### src/rtl/barrel_unrotator.sv
// barrel_unrotator: multi-cycle inverse of a single-cycle right-rotate barrel shifter.
// Accepts a rotated word plus the rotate amount that produced it, then rotates the
// word back one bit per clock. Valid/ready handshakes on both sides.
// Optional feature macro: UNROT_BIDIR_EN adds a 'dir' input (0: rotate left, 1: right).
module barrel_unrotator #(
    parameter int unsigned WIDTH = 8,
    parameter int unsigned SHW   = $clog2(WIDTH)
) (
    input  logic             clk,
    input  logic             clear,
    input  logic             in_valid,
    output logic             in_ready,
    input  logic [WIDTH-1:0] data_in,
    input  logic [SHW-1:0]   shift,
`ifdef UNROT_BIDIR_EN
    input  logic             dir,
`endif
    output logic             out_valid,
    input  logic             out_ready,
    output logic [WIDTH-1:0] data_out,
    output logic             busy
);

    typedef enum logic [1:0] {StIdle, StRot, StDone} state_e;

    state_e           state_q, state_d;
    logic [WIDTH-1:0] rot_q, rot_d;
    logic [SHW-1:0]   count_q, count_d;
    logic [WIDTH-1:0] dout_q, dout_d;
    logic [WIDTH-1:0] rot_step;
    logic             rot_right;
    logic             accept;

`ifdef UNROT_BIDIR_EN
    logic dir_q, dir_d;

    // Direction is captured with the word so later changes on 'dir' are ignored.
    always_ff @(posedge clk or posedge clear) begin
        if (clear) begin
            dir_q <= 1'b0;
        end else begin
            dir_q <= dir_d;
        end
    end

    // Load direction only on the accept edge.
    always_comb begin
        dir_d = dir_q;
        if (accept) begin
            dir_d = dir;
        end
    end

    assign rot_right = dir_q;
`else
    assign rot_right = 1'b0;
`endif

    assign in_ready  = (state_q == StIdle) && !clear;
    assign accept    = in_valid && in_ready;
    assign out_valid = (state_q == StDone);
    assign busy      = (state_q != StIdle);
    assign data_out  = dout_q;

    // One-bit rotation of the working register; left undoes the upstream right rotate.
    always_comb begin
        rot_step = rot_right ? {rot_q[0], rot_q[WIDTH-1:1]} : {rot_q[WIDTH-2:0], rot_q[WIDTH-1]};
    end

    // State, working register, remaining-step count and output register.
    always_ff @(posedge clk or posedge clear) begin
        if (clear) begin
            state_q <= StIdle;
            rot_q   <= '0;
            count_q <= '0;
            dout_q  <= '0;
        end else begin
            state_q <= state_d;
            rot_q   <= rot_d;
            count_q <= count_d;
            dout_q  <= dout_d;
        end
    end

    // Next-state logic; data_out is loaded only on entry to DONE so it stays put afterwards.
    always_comb begin
        state_d = state_q;
        rot_d   = rot_q;
        count_d = count_q;
        dout_d  = dout_q;
        unique case (state_q)
            StIdle: begin
                if (accept) begin
                    rot_d   = data_in;
                    count_d = shift;
                    if (shift == '0) begin
                        state_d = StDone;
                        dout_d  = data_in;
                    end else begin
                        state_d = StRot;
                    end
                end
            end
            StRot: begin
                rot_d   = rot_step;
                count_d = count_q - SHW'(1);
                if (count_q == SHW'(1)) begin
                    state_d = StDone;
                    dout_d  = rot_step;
                end
            end
            StDone: begin
                if (out_ready) begin
                    state_d = StIdle;
                end
            end
            default: begin
                state_d = StIdle;
            end
        endcase
    end

endmodule

### config.mk
export PLATFORM = sky130hd
export DESIGN_NAME = barrel_unrotator
export DESIGN_NICKNAME = d
export VERILOG_FILES = /design/src/rtl/barrel_unrotator.sv
export SDC_FILE = /design/constraint.sdc
export NUM_CORES = 1
export LEC_CHECK = 0
export ABC_AREA = 1
export ABC_CLOCK_PERIOD_IN_PS = 2430
export BUFFER_PORTS_ARGS = -buffer_cell sky130_fd_sc_hd__buf_2
export CORE_AREA = 4 4 50 52
export DETAILED_ROUTE_END_ITERATION = 16
export DIE_AREA = 0 0 54 56
export GPL_TIMING_DRIVEN = 0
export PLACE_DENSITY = 0.79
export SKIP_CTS_REPAIR_TIMING = 1
export SLEW_MARGIN = 0
export SYNTH_ARGS = -nofsm -noshare
export SYNTH_HDL_FRONTEND = slang
export SYNTH_SLANG_ARGS = --single-unit
### constraint.sdc
create_clock -name clk -period 2.43 [get_ports clk]
set_input_delay 0.1215 -clock clk [delete_from_list [all_inputs] [get_ports clk]]
set_output_delay 0.1215 -clock clk [all_outputs]
set_load 0.02 [all_outputs]
# After elaboration in Yosys (flattened, before gate mapping)
# Cells that the tools add are included.
[classes]
n_addsub = 1
n_eq_ne = 7
n_mux = 13
reduce_logical = 10
[op_table]
columns = ["op", "count"]
rows = [
  ["8-bit two-way mux", 4],
  ["8-bit case mux with 2 select lines", 2],
  ["2-bit two-way mux", 4],
  ["2-bit case mux with 3 select lines", 1],
  ["3-bit case mux with 2 select lines", 1],
  ["2-bit by 1-bit != test with 1-bit output (second input constant)", 2],
  ["2-bit != test (second input constant)", 2],
  ["4-bit AND reduction", 1],
  ["2-bit nonzero test", 2],
  ["3-bit by 1-bit == test with 1-bit output (second input constant)", 1],
  ["3-bit zero test", 1],
  ["3-bit two-way mux", 1],
  ["3-bit AND reduction", 1],
  ["3-bit by 1-bit subtractor with 3-bit output (second input constant)", 1],
  ["2-bit by 1-bit == test with 1-bit output (second input constant)", 1],
  ["2-bit == test (second input constant)", 1],
  ["1-bit logical AND", 2],
  ["2-bit zero test", 1],
  ["2-bit AND reduction", 1],
  ["1-bit zero test", 1],
]
[totals]
regBits = 21
in_bits = 15
output_inout_bits = 11
elab_cells = 35

# Longest topological paths before layout
[depth]
depth_word = 5
mapped_depth = 9
ltp_nobuf = 9

# Worst setup path before layout
# No wires, ideal clock.
[synth_path]
kind = "register to register"
from = "reg state_q[1]"
to = "reg count_q[2]"
setup_time_ns = 0.087
t_arrival_ns = 1.238
t_required_ns = 2.343
path_slack_ns = 1.106
path_stages_with_launch = 6
n_path_buf = 0
period_less_slack_ns = 1.324
cell_sequence = "dfrtp_1 nor2_2 inv_2 nor2_1 nand3_1 o211ai_1"
[synth_between]
elab_chain_len = 5
elab_cells_between_ends = 8
cone_classes = "eq/ne (2); mux (1); reduce/logical (5)"
[synth_lines]
columns = ["element", "line", "source"]
rows = [
  ["start: declaration", "26", "state_e state_q, state_d;"],
  ["start signal: assignment", "73", "state_q <= StIdle;"],
  ["start signal: assignment", "78", "state_q <= state_d;"],
  ["2-bit zero test", "59", "assign in_ready = (state_q == StIdle) && !clear;"],
  ["1-bit logical AND", "59", ""],
  ["named net in_ready", "12", "output logic in_ready,"],
  ["1-bit logical AND", "60", "assign accept = in_valid && in_ready;"],
  ["2-bit != test (no source line)", "--", ""],
  ["2-bit AND reduction (no source line)", "--", ""],
  ["end signal: assignment", "80", "count_q <= count_d;"],
  ["end: declaration", "28", "logic [SHW-1:0] count_q, count_d;"],
]
# The timed path passes the listed nets, and every way through them passes these cells.
# A chain may end at the register's enable or synchronous reset.

# Final worst setup path
[layout_path]
from = "reg state_q[0]"
to = "out in_ready"
[layout_between]
elab_chain_len = 2
[layout_lines]
columns = ["element", "line"]
rows = [
  ["2-bit zero test", "59"],
  ["1-bit logical AND", "59"],
  ["end: declaration", "12"],
]
# No other way between the ends.

==> flow_summary_export.csv <==
group,metric,value,unit
outcome,outcome,"finished with violations",
outcome,violations,"negative hold slack",
global_routing,grt_usage,16.11,%
synthesis,avgSynthCellArea,7.934,um2
global_routing,met1_usage,20.92,%
final_layout,layout_common_cells,"nand2_1, buf_2, dfrtp_1",
sta,setup_viol,0,
global_routing,grt-busiest-layer,"met2",
clock_tree,clk_pin_slew,0.12,ns
final_layout,finalInstanceArea,0.001259,mm2
detailed_routing,firstDrtPassIters,4,
clock_tree,cts_buffers,3,
sta,min_period,1.449,ns
power_and_ir_drop,power.density,1378,mW/mm2
clock_tree,ctsHtreeMaxLevel,1,
die,core,0.002106,mm2
min_path,hold_class,"input port to async pin",
detailed_routing,wl_per_cell,11.38,um
synthesis,syn_nets,152,
sta,slew_violations,0,
critical_path,r2r_slack,1.13,ns
die,die-area,0.003024,mm2
die,io_pins,26,
die,die_w,54,um
clock_tree,cts_tree,"done",
final_layout,fin_nets,182,
final_layout,antenna_cells,0,
detailed_routing,antenna_left,0,
global_routing,grt_pass1_vias,870,
synthesis,ys_seq_elements,21,
synthesis,yosysUniqueCellTypes,17,
sta,tightest_slew,0.8243,ns
detailed_routing,routed_wirelength,2185,um
placed_design,gp_congestion,0.8819,
synthesis,syn-cell-area,0.001071,mm2
final_layout,syn_to_final_growth,17.52,%
critical_path,required,2.31,ns
global_routing,grt_max_degree,23,
critical_path,endpoint_kind,"output port",
sta,skew,0.006039,ns
sta,relSlewSlack,44.99,%
detailed_routing,drt_iter0_drc,27,
clock_tree,clock_sinks,21,
die,initial_core_util,50.86,%
final_layout,drive_gt1_share,26.83,%
critical_path,worstSetupStartpointType,"flop",
synthesis,yosysWarnings,0,
global_routing,antenna_found_initial,0,
sta,setup_ws,0.9813,ns
run,cap_violations,0,
sta,fmax,0.6903,GHz
global_routing,grt_overflow,0,
sta,rsz0062_at_grt,"false",
detailed_routing,vias,953,
placed_design,dp_slack,0.8312,ns
critical_path,arrival,1.33,ns
clock_tree,clkLatencyLatePin,0.31,ns
sta,finalCritPeriodShare,59.62,%
power_and_ir_drop,ir_drop,0.0008981,V
synthesis,synth_seq_area_share,49.07,%
detailed_routing,vias_per_cell,4.964,
die,rows,17,
global_routing,grt_pass1_wl,3657,um
placed_design,port_buffers,25,
critical_path,critical_path.max_fanout,4,
final_layout,nFillCells,196,
sta,whs,-0.01970,ns
power_and_ir_drop,p_leak,0.7043,nW
final_layout,final_common_cell,"nand2_1",
placed_design,dp_hpwl,1679,um
die,die_height,56,um
placed_design,postPlaceCellArea,0.001231,mm2
detailed_routing,post-route-drc-count,0,
global_routing,grtUsageMet2,26.12,%
final_layout,fin_util,59.77,%
clock_tree,clock_path_buffers,2,
synthesis,syn_inst,135,
global_routing,use_met3,1.609,%
critical_path,critical_path_class,"flop to output port",
sta,setup_tns,0,ns
sta,hold_viol_final,21,
clock_tree,cts_root_buf,"clkbuf_4",
==> Yosys cell counts, drive strengths merged <==
master	instances	area share, %
o21ai	22	11
o211ai	1	0.70
ha	2	2.3
inv	19	6.7
buf	4	3.9
nor2	5	2.2
nand2	48	18
dfrtp	21	49
nand3	13	6.5
==> worst max-delay path, stage by stage, from the launching register on <==
cell and delay (ns):
dfrtp_1 0.46, nor2_2 0.22, inv_2 0.06, nor2_1 0.10, buf_2 0.18
==> state kept, by name, indices dropped and copies added, names as in the netlist <==
name,count
data_out,8
rot_q,8
count_q,3
state_q,2
==> power breakdown <==
part           internal, mW  switching (mW)  leakage, nW  total (mW)
registers             0.517          0.0802        0.262       0.597
clock network        0.0615           0.108       0.0177       0.170
logic                 0.339           0.629        0.425       0.968
total                 0.918           0.817        0.704        1.74
==> routing by layer <==
layer  vias to the layer above  wire [um]  part of all wire [%]
li1                        483          -                     -
met1                       447        974                    45
met2                        18       1085                    50
met3                         5         80                   3.7
met4                         0         44                   2.0
met5                         -          0                     0
==> final timing paths <==
| path | start | end | cells after the start |
|---|---|---|---|
| worst max-delay path | state_q[0] | in_ready | 4 |
| worst min-delay path | clear | data_out[7] | 2 |
| worst max register to register | count_q[1] | data_out[1] | 9 |
| worst min register to register | data_out[5] | data_out[5] | 2 |
| max in group asynchronous | clear | rot_q[3] | 2 |
| min in group clk | out_ready | state_q[1] | 4 |
==> final cells by class <==
cell class	count	area (um2)	area share [%]
Clock inverter	1	5.005	0.3976
Clock buffer	3	22.52	1.789
Timing Repair Buffer	25	125.1	9.940
Sequential cell	21	525.5	41.75
Buffer	4	41.29	3.280
Tap cell	28	35.03	2.783
Multi-Input combinational cell	91	432.9	34.39
Inverter	19	71.32	5.666
==> logic make-up after synthesis <==
logic type      share of synthesized area [%]
compound gates                          11.33
fa+ha+maj                               2.336
simple gates                            26.75
flops                                   49.07
buf+inv                                 10.51
==> per-stage QoR <==
step | power [mW] | std cells
floorplan | 1.333 | 135
global placement | 1.536 | 188
detailed placement | 1.576 | 188
CTS | 1.749 | 192
global route | 1.894 | 192
finish | 1.735 | 192
Note: power is estimated with default switching activity, not from simulation.
